===== src/rtl/pixel_stream_arbiter.sv =====
// Round-robin merge of NUM_SOURCES Avalon-ST pixel producers into one registered stream.
// Each grant is held for at most GRANT_HOLD consecutive beats before the grant rotates.
module pixel_stream_arbiter #(
    parameter int NUM_SOURCES = 4,
    parameter int GRANT_HOLD  = 16,
    parameter int DATA_W      = 24
) (
    input  logic                                 clk,
    input  logic                                 reset,
    input  logic [NUM_SOURCES-1:0]               in_valid,
    input  logic [NUM_SOURCES*DATA_W-1:0]        in_data,
    input  logic [NUM_SOURCES*8-1:0]             in_channel,
    output logic [NUM_SOURCES-1:0]               in_ready,
    output logic                                 out_valid,
    output logic [DATA_W-1:0]                    out_data,
    output logic [7:0]                           out_channel,
    output logic [$clog2(NUM_SOURCES)-1:0]       out_source,
    input  logic                                 out_ready
);

    localparam int SRC_W  = $clog2(NUM_SOURCES);
    localparam int HOLD_W = $clog2(GRANT_HOLD + 1);

    logic [SRC_W-1:0]  grant;
    logic [HOLD_W-1:0] hold_cnt;
    logic [SRC_W-1:0]  sel;
    logic              sel_found;
    logic              hold_ok;
    logic              load_en;
    logic              transfer;

    logic              vld_p1;
    logic [DATA_W-1:0] data_p1;
    logic [7:0]        channel_p1;
    logic [SRC_W-1:0]  source_p1;

    function automatic logic [SRC_W-1:0] rr_index(input logic [SRC_W-1:0] base, input int step);
        int s;
        s = (int'(base) + step) % NUM_SOURCES;
        return SRC_W'(s);
    endfunction

    assign hold_ok  = hold_cnt < HOLD_W'(GRANT_HOLD);
    assign load_en  = !vld_p1 || out_ready;
    assign transfer = !reset && load_en && sel_found;

    // Scan starts after the current grant and ends on it, so a lone requester is re-granted.
    always_comb begin
        sel       = grant;
        sel_found = 1'b0;
        if (in_valid[grant] && hold_ok) begin
            sel_found = 1'b1;
        end else begin
            for (int k = 1; k <= NUM_SOURCES; k++) begin
                if (!sel_found && in_valid[rr_index(grant, k)]) begin
                    sel       = rr_index(grant, k);
                    sel_found = 1'b1;
                end
            end
        end
    end

    always_comb begin
        in_ready = '0;
        if (transfer) begin
            in_ready[sel] = 1'b1;
        end
    end

    // Stage p1: output register, also the arbitration state update
    always_ff @(posedge clk) begin
        if (reset) begin
            vld_p1     <= 1'b0;
            data_p1    <= '0;
            channel_p1 <= '0;
            source_p1  <= '0;
            grant      <= '0;
            hold_cnt   <= '0;
        end else if (load_en) begin
            vld_p1 <= transfer;
            if (transfer) begin
                data_p1    <= in_data[sel*DATA_W +: DATA_W];
                channel_p1 <= in_channel[sel*8 +: 8];
                source_p1  <= sel;
                if (sel != grant) begin
                    grant    <= sel;
                    hold_cnt <= HOLD_W'(1);
                end else if (hold_ok) begin
                    hold_cnt <= hold_cnt + HOLD_W'(1);
                end else begin
                    hold_cnt <= HOLD_W'(1);
                end
            end
        end
    end

    assign out_valid   = vld_p1;
    assign out_data    = data_p1;
    assign out_channel = channel_p1;
    assign out_source  = source_p1;

endmodule


===== config.mk =====
export PLATFORM = sky130hd
export DESIGN_NAME = pixel_stream_arbiter
export DESIGN_NICKNAME = d
export VERILOG_FILES = /design/src/rtl/pixel_stream_arbiter.sv
export SDC_FILE = /design/constraint.sdc
export NUM_CORES = 1
export LEC_CHECK = 0
export CAP_MARGIN = 20
export CORE_MARGIN = 2
export CORE_UTILIZATION = 40
export DETAILED_ROUTE_END_ITERATION = 6
export DONT_BUFFER_PORTS = 1
export GPL_ROUTABILITY_DRIVEN = 0
export PLACE_DENSITY_LB_ADDON = 0.25
export SYNTH_ARGS = -nofsm -noshare
export SYNTH_HDL_FRONTEND = slang
export SYNTH_SLANG_ARGS = --single-unit

===== constraint.sdc =====
create_clock -name clk -period 3.2 [get_ports clk]
set_clock_uncertainty 0.1 [all_clocks]
set_input_delay 0.64 -clock clk [delete_from_list [all_inputs] [get_ports clk]]
set_output_delay 0.64 -clock clk [all_outputs]
set_load 0.01 [all_outputs]

==> impl_metrics.csv, run 1 <==
group,metric,value,unit
timing,final_max_slew_viol_count,0,
synthesis,synth-edff-count,0,
die,core_area,7176,um^2
power,netSwitchingFraction,36.29,%
clocking,clock_latency,0.29,ns
timing,tns,0,ns
timing,min_period_over_period,95.98,%
synthesis,synth_xor_area_share,0,%
global_route,grt_start_max_net_pins,66,
synthesis,synth_adder_area_share,0.4263,%
outcome,status,"finished clean",
clocking,clock-root-buffer,"clkbuf_8",
synthesis,synth_top_family_by_area,"compound AO/OA/AOI/OAI gates",
die,start_util,40.91,%
synthesis,synth_cells,357,
power,p_per_area,506.5,nW/um^2
worst_setup_path,startpoint_type,"flip-flop",
global_route,antenna_found_initial,1,
die,die_y,89.67,um
die,num_rows,31,
clocking,cts_buffer_depth,2,
worst_setup_path,path_class,"flip-flop to output pin",
power,power.internal,0.0009992,W
worst_setup_path,critPathArrivalTime,2.33,ns
synthesis,synth_nets,493,
worst_setup_path,critPathCaptureType,"output pin",
routing,drt_pass1_iterations,4,
die,ios,174,
synthesis,ys_types,49,
clocking,cts_made_buffers,5,
global_route,grt_pass1_vias,2346,
run,maxCapViolations,0,
final_layout,drive_gt1_share,12.21,%
synthesis,avgSynthCellArea,8.222,um^2
power,vdd_drop_max,0.1900,mV
die,die-area,8040,um^2
power,leakagePower,1.252,nW
routing,drc,0,
final_layout,finalNonFillerCells,443,
global_route,grt_use_total,18.45,%
synthesis,yosysMostFrequentCell,"dfxtp_1",
global_route,grt_pass1_wl,11610,um
synthesis,synth_area_leader_cell,"dfxtp_1",
routing,via_per_inst,5.982,
timing,fmax,325.6,MHz
timing,hold_viol,0,
synthesis,ys_seq_elements,42,
power,pwr-share-clk,23.6,%
worst_setup_path,worstPathRequired,2.46,ns
power,seqPwrFrac,45.5,%
clocking,cts_tree,"yes",
timing,min_period,3.071,ns
final_layout,area_growth,5.499,%
routing,ant_nets,0,
hold_path,hold_depth,1,
clocking,h-tree-depth,2,
hold_path,worstHoldStart,"reset",
routing,drt_first_iter_violations,108,
worst_setup_path,reg2reg_from,"grant[1]",
routing,vias,2650,
power,total_power,0.001568,W
synthesis,synthMuxAreaShare,13.47,%
clocking,clk_pin_slew,0.08,ns
synthesis,synth_compound_area_share,32.14,%
timing,tightest_slew,0.6118,ns
placement,dp_cells,435,
timing,relSlewSlack,59.17,%
timing,grt_setup_unrepaired,"false",
synthesis,synth_common_cells,"dfxtp_1 (42), nand2_1 (38), mux2i_1 (35), o211ai_1 (34), and3_1 (33)",
routing,wire_per_inst,18.06,um
clocking,cts.sinks,42,
synthesis,synth_area,2935,um^2
synthesis,ys_seq_area_share,28.64,%
die,die_w,89.67,um
worst_setup_path,r2r_cells,7,
worst_setup_path,r2r_slack,0.78,ns
final_layout,nets,479,
synthesis,synth_warnings,0,
power,power_switching,0.0005693,W
timing,finalSetupViolCount,0,
synthesis,synth-simple-area-share,18.41,%
power,combPwrFrac,30.9,%
placement,place_hpwl,5917,um
worst_setup_path,crit_fanout,8,
placement,portBuffers,0,
synthesis,async_flop_share,0,%
hold_path,min_path_type,"input pin to flip-flop",
synthesis,synth_top_cell_area_share,28.64,%
routing,wl,8002,um
synthesis,synth_area_leaders,"dfxtp_1 (29%), mux2i_1 (12%), o211ai_1 (8.7%)",
final_layout,diodes,0,
global_route,grt_overflow,0,
synthesis,synth_flop_cell,"dfxtp_1",
worst_setup_path,cp-startpoint,"grant[1]",
-- power groups by stage --
stage,Combinational (W),Clock (W),Sequential [W]
final,0.000484,0.000370,0.000714
after global routing,0.000539,0.000401,0.000724
after CTS,0.000485,0.000381,0.000716
after detailed placement,0.000485,0,0.000727
after global placement,0.000474,0,0.000727
after floorplan,0.000420,0,0.000702
-- cell families (layout without fill, tap and decap cells) --
group | Yosys count | count (layout)
buffers and inverters | 39 | 26
AND/OR/NAND/NOR | 107 | 107
adder cells (fa/ha/maj) | 1 | 1
multiplexers | 38 | 38
flip-flops | 42 | 42
AO/OA/AOI/OAI | 130 | 130
-- metrics by stage --
stage	utilization [%]	hold WS (ns)	setup slack, ns	area, um^2
2_1_floorplan	-	0.3659	0.2282	2935
3_3_place_gp	41.76	0.3881	0.2906	2997
3_5_place_dp	41.76	0.3888	0.2887	2997
4_1_cts	43.09	0.2987	0.06297	3092
5_1_grt	43.16	0.2919	0.07557	3097
6_report	43.16	0.3098	0.1285	3097
-- final cells by class --
type                            instances  area, um^2
Tap cell                               99       123.9
Clock buffer                            6       82.58
Sequential cell                        42       842.1
Timing Repair Buffer                   13       97.59
Inverter                                5       18.77
Clock inverter                          2       12.51
Fill cell                             731        4079
Multi-Input combinational cell        276        1919
-- cell usage in the layout (no fill, tap or decap), types with 5 or more instances in the layout --
cell and count:
dfxtp_1 41, nand2_1 38, mux2i_1 35, o211ai_1 34
and3_1 33, a21boi_0 32, o21ai_1 30, nor2_1 13
buf_4 13, clkbuf_8 6, nand2b_1 5, nor3_1 5
-- critical path, stage by stage (launching register included) --
cell and delay (ns):
dfxtp_2 0.42, mux2_2 0.38, o32ai_2 0.38, o21ai_2 0.18, a21o_2 0.25, nor3_1 0.25
buf_4 0.17
-- flip-flops by register name, summed over array words and instances (netlist names) --
signal	cells
out_channel	8
out_source	2
grant	2
hold_cnt	5
out_data	24
out_valid	1
-- path summary, 6_finish.rpt --
| path | to |
|---|---|
| max reg2reg | out_data[4] |
| min reg2reg | hold_cnt[0] |
| min | grant[0] |
| max | in_ready[0] |
-- routing by layer --
layer	up-vias	GRT usage, %	wire length, um	part of all wire, %
met5	-	0	0	0
li1	1303	-	-	-
met4	0	5.156	92	1.1
met1	1240	23.80	3435	43
met2	97	31.15	4008	50
met3	10	3.839	466	5.8
-- repair_timing --
action	CTS	global route
buffers inserted	0	0
setup endpoints to repair	0	4
gates resized for setup	0	2
hold buffers	0	0
No activity file was read; power rests on OpenSTA's default activity.
==> inputs of run 2 (changes only) <==
==> constraint.sdc (replaced) <==
create_clock -name clk -period 3.2 [get_ports clk]
set_clock_uncertainty 0.1 [all_clocks]
set_input_delay 0.16 -clock clk [delete_from_list [all_inputs] [get_ports clk]]
set_output_delay 0.16 -clock clk [all_outputs]
set_load 0.01 [all_outputs]
==> impl_metrics.csv, run 2 (synthesis gave the netlist of run 1 again) <==
group,metric,value,unit
worst_setup_path,critical_path.cell_chain,"or4_4 > o32ai_2 > o21ai_4 > and2_2 > mux2i_1 > dlygate4sd3_1 > o211ai_1",
power,power.internal,0.001048,W
power,netSwitchingFraction,36.00,%
global_route,grt_use_total,20.65,%
worst_setup_path,worstPathRequired,3.29,ns
clocking,cts_buffer_depth,2,
outcome,violations,"hold timing",
clocking,clock_latency,0.29,ns
timing,min_period_over_period,93.08,%
routing,ant_nets,0,
worst_setup_path,r2r_cells,7,
timing,hold_viol,1,
die,die-area,8040,um^2
hold_path,whs_endpoint,"out_data[10]",
hold_path,hold_depth,2,
worst_setup_path,critPathArrivalTime,3.06,ns
run,maxCapViolations,0,
placement,dp_slack,0.5305,ns
global_route,grt_pass1_wl,13100,um
die,core_area,7176,um^2
worst_setup_path,reg2reg_from,"grant[0]",
power,pwr-share-clk,21.1,%
die,num_rows,31,
worst_setup_path,cp_slowest_cell,"or4_4",
routing,wl,9027,um
worst_setup_path,r2r_slack,0.22,ns
power,power_switching,0.0005893,W
worst_setup_path,rr_endpoint,"out_data[8]",
hold_path,worstHoldStart,"in_data[58]",
timing,final_max_slew_viol_count,0,
global_route,grt_pass1_vias,2767,
timing,layout_setup_ws,0.2214,ns
routing,drt_pass1_iterations,6,
die,die_y,89.67,um
final_layout,drive_gt1_share,9.273,%
routing,drt_first_iter_violations,148,
timing,whs,-0.002465,ns
clocking,cts_setup_buffers,0,
final_layout,layout_commonest_cell,"dlygate4sd3_1",
global_route,grt_start_max_net_pins,66,
timing,min_period,2.979,ns
die,start_util,40.91,%
hold_path,min_path_type,"input pin to flip-flop",
final_layout,finalNonFillerCells,499,
final_layout,utilization,51.14,%
timing,tns,0,ns
timing,relSlewSlack,58.34,%
final_layout,nets,534,
routing,drc,0,
clocking,clock-root-buffer,"clkbuf_8",
clocking,cts_made_buffers,5,
clocking,cts_tree,"yes",
worst_setup_path,path_class,"flip-flop to flip-flop",
final_layout,final_cell_mix,"dlygate4sd3_1 (58), dfxtp_1 (41), nand2_1 (38), mux2i_1 (35), o211ai_1 (34)",
timing,finalSetupViolCount,0,
clocking,clk_pin_slew,0.09,ns
die,die_w,89.67,um
global_route,grt_overflow,0,
clocking,h-tree-depth,2,
routing,via_per_inst,5.856,
die,ios,174,
routing,wire_per_inst,18.09,um
power,vdd_drop_max,0.1983,mV
timing,fmax,335.7,MHz
power,seqPwrFrac,44.2,%
power,leakagePower,1.489,nW
worst_setup_path,startpoint_type,"flip-flop",
worst_setup_path,max_stage_delay,0.61,ns
power,combPwrFrac,34.7,%
placement,dp_cells,432,
power,p_per_area,446.1,nW/um^2
outcome,status,"finished, violations left",
placement,place_hpwl,5829,um
placement,portBuffers,0,
global_route,antenna_found_initial,1,
final_layout,fillerInstances,637,
worst_setup_path,cpLargestDelayFamily,"simple AND/OR/NAND/NOR gates",
worst_setup_path,path_buf_inv,1,
final_layout,largest_register_ff_count,24,
worst_setup_path,critPathCaptureType,"flip-flop",
routing,vias,2922,
final_layout,area_growth,25.02,%
worst_setup_path,crit_fanout,18,
clocking,cts.sinks,42,
timing,grt_setup_unrepaired,"false",
timing,tightest_slew,0.6249,ns
run 2: cell count changes in the layout (fill, tap and decap cells not counted):
| cell | change |
|---|---|
| buf_12 | +2 |
| diode_2 | +1 |
| clkinv_4 | +1 |
| a21oi_2 | -1 |
| a21oi_1 | +1 |
| buf_4 | -5 |
| clkinvlp_4 | -1 |
| clkbuf_1 | +1 |
| dlygate4sd3_1 | +58 |
| clkbuf_8 | -1 |
run 2: cell type report:
| type | count | area (um^2) | area share, % |
|---|---|---|---|
| sequential | 42 | 842.1 | 22.95 |
| multi-input combinational | 276 | 1916 | 52.20 |
| clock inverter | 2 | 13.76 | 0.3750 |
| antenna | 1 | 2.502 | 0.06819 |
| timing repair buffer | 68 | 680.7 | 18.55 |
| tap | 99 | 123.9 | 3.375 |
| inverter | 5 | 18.77 | 0.5114 |
| clock buffer | 6 | 72.57 | 1.977 |
run 2: routing by layer:
layer / wire [um] / track usage, % / up-vias
li1: - / - / 1401
met1: 3643 / 25.58 / 1388
met2: 4629 / 35.03 / 117
met3: 616 / 5.302 / 16
met4: 137 / 6.513 / 0
met5: 0 / 0 / -
run 2: worst reg2reg max path: cells and delay by family, from the launching register on:
kind                   cells  cell delay, ns
buffers and inverters      1            0.60
DFF                        1            0.47
AOI/OAI and AO/OA          3            0.40
and+or+nand+nor            2            1.03
muxes                      1            0.29
run 2: how the worst max path moves through the flow:
stage / startpoint / endpoint / slack (ns) / depth (start not counted)
2_1_floorplan: grant[0] / in_ready[1] / 1.01 / 7
3_3_place_gp: grant[1] / out_data[17] / 0.60 / 7
3_5_place_dp: grant[1] / out_data[15] / 0.53 / 7
4_1_cts: grant[1] / out_channel[1] / 0.17 / 7
5_1_grt: grant[0] / out_data[8] / 0.12 / 7
6_report: grant[0] / out_data[8] / 0.22 / 7
run 2: what timing repair did:
item | in CTS | in global routing
hold endpoints to repair | 35 | 1
hold buffers | 57 | 1
resized for setup | 0 | 1
setup endpoints to repair | 0 | 1
run 2: power groups by stage:
stage / Clock (W) / Combinational (W) / Sequential, W
global route: 0.000377 / 0.000623 / 0.000731
detailed placement: 0 / 0.000485 / 0.000734
global placement: 0 / 0.000476 / 0.000734
CTS: 0.000358 / 0.000562 / 0.000722
floorplan: 0 / 0.000420 / 0.000702
finish: 0.000346 / 0.000569 / 0.000723
run 2: metrics by stage:
step                power, W  area, um^2
floorplan           0.001122        2935
global placement    0.001211        2999
detailed placement  0.001219        2999
CTS                 0.001643        3656
global route        0.001731        3670
finish              0.001637        3670
==> inputs of run 3 (changes only) <==
- PLACE_DENSITY: not set -> 0.65
- PLACE_DENSITY_LB_ADDON: 0.25 -> not set
==> impl_metrics.csv, run 3 (synthesis gave the netlist of run 1 again) <==
group,metric,value,unit
clocking,cts_made_buffers,5,
routing,drt_pass1_iterations,4,
worst_setup_path,reg2reg_from,"grant[0]",
die,die_w,89.67,um
global_route,grt_pass1_vias,2693,
worst_setup_path,critPathCaptureType,"flip-flop",
worst_setup_path,critPathArrivalTime,3.01,ns
clocking,cts_buffer_depth,2,
routing,via_per_inst,5.756,
clocking,clock-root-buffer,"clkbuf_8",
timing,min_period_over_period,91.67,%
power,p_per_area,448.1,nW/um^2
worst_setup_path,startpoint_type,"flip-flop",
worst_setup_path,r2r_slack,0.27,ns
placement,portBuffers,0,
clocking,h-tree-depth,2,
worst_setup_path,path_class,"flip-flop to flip-flop",
worst_setup_path,rr_endpoint,"out_data[21]",
clocking,clock_latency,0.30,ns
worst_setup_path,r2r_cells,8,
final_layout,finalNonFillerCells,504,
timing,relSlewSlack,37.05,%
global_route,grt_start_max_net_pins,66,
timing,tightest_slew,0.9432,ns
timing,min_period,2.933,ns
routing,wire_per_inst,17.68,um
power,total_power,0.001665,W
timing,tns,0,ns
placement,place_hpwl,5676,um
die,ios,174,
outcome,status,"finished clean",
die,core_area,7176,um^2
global_route,grt_pass1_wl,12850,um
timing,whs,0.01989,ns
die,num_rows,31,
routing,wl,8912,um
hold_path,min_path_type,"input pin to flip-flop",
hold_path,hold_depth,2,
final_layout,area_growth,26.60,%
final_layout,fillerInstances,654,
placement,dp_cells,432,
timing,hold_viol,0,
final_layout,diodes,0,
hold_path,whs_endpoint,"out_data[17]",
die,die_y,89.67,um
clocking,cts.sinks,42,
timing,final_max_slew_viol_count,0,
final_layout,nets,540,
timing,grt_setup_unrepaired,"false",
routing,vias,2901,
routing,drt_first_iter_violations,97,
global_route,antenna_found_initial,0,
final_layout,largest_register_ff_count,24,
run,maxCapViolations,0,
power,vdd_drop_max,0.1988,mV
global_route,grt_use_total,20.52,%
global_route,grt_overflow,0,
routing,ant_nets,0,
worst_setup_path,crit_fanout,18,
power,leakagePower,1.509,nW
timing,finalSetupViolCount,0,
final_layout,final_cell_mix,"dlygate4sd3_1 (64), dfxtp_1 (41), nand2_1 (38), mux2i_1 (35), o211ai_1 (34)",
clocking,cts_tree,"yes",
die,die-area,8040,um^2
hold_path,worstHoldStart,"in_data[89]",
die,start_util,40.91,%
routing,drc,0,
final_layout,layout_commonest_cell,"dlygate4sd3_1",
worst_setup_path,worstPathRequired,3.28,ns
clocking,clk_pin_slew,0.08,ns
timing,fmax,340.9,MHz
final_layout,drive_gt1_share,9.136,%
==> run 3: cell count changes in the layout (fill, tap and decap cells not counted), sizes merged <==
cell         change
dlygate4sd3      +6
diode            -1
==> run 3: how the worst max path moves through the flow <==
| stage | startpoint | endpoint | slack (ns) |
|---|---|---|---|
| 2_1_floorplan | grant[0] | in_ready[1] | 1.01 |
| 5_1_grt | grant[0] | in_ready[2] | 0.10 |
| 6_report | grant[0] | out_data[21] | 0.27 |
| 4_1_cts | grant[1] | out_data[21] | 0.03 |
| 3_5_place_dp | grant[1] | in_ready[2] | 0.46 |
| 3_3_place_gp | grant[1] | in_ready[2] | 0.56 |
==> run 3: cell type report <==
| cell class | count | area [um^2] | share of cell area, % |
|---|---|---|---|
| clock inverters | 2 | 13.76 | 0.3704 |
| repair buffers | 74 | 728.2 | 19.60 |
| flip-flops and latches | 42 | 842.1 | 22.66 |
| inverters | 5 | 18.77 | 0.5051 |
| multi-input cells | 276 | 1917 | 51.58 |
| well taps | 99 | 123.9 | 3.333 |
| clock buffers | 6 | 72.57 | 1.953 |
==> run 3: stage by stage <==
stage          setup WS (ns)  instance area (um^2)  util (%)
2_1_floorplan          1.013                  2935         -
3_3_place_gp          0.5608                  2987     41.62
3_5_place_dp          0.4596                  2987     41.62
4_1_cts              0.03054                  3714     51.75
5_1_grt               0.1036                  3716     51.79
6_report              0.2665                  3716     51.79
==> run 3: per-layer routing <==
layer | routed length (um) | track usage, %
met1 | 3653 | 25.17
met4 | 123 | 7.327
met2 | 4557 | 35.56
met3 | 577 | 4.113
met5 | 0 | 0
==> run 3: worst max-delay path, stage by stage (launching register included) <==
cell and delay, ns:
dfxtp_1 0.47, or4_4 0.61, o32ai_2 0.24, o21ai_4 0.09
and2_4 0.27, buf_12 0.21, mux2i_1 0.16, dlygate4sd3_1 0.57
o211ai_1 0.08
==> run 3: where the power goes <==
part	leakage, nW	switching, W	internal, W
Clock	0.0452	0.000192	0.000154
Combinational	1.12	0.000286	0.000309
Sequential	0.347	0.000114	0.000610
Total	1.51	0.000592	0.00107
==> run 3: what timing repair did <==
| action | CTS | global route |
|---|---|---|
| setup endpoints to repair | 0 | 24 |
| hold buffers | 64 | 0 |
| buffers inserted | 0 | 0 |
| resized for setup | 0 | 2 |
| hold endpoints to repair | 37 | 0 |
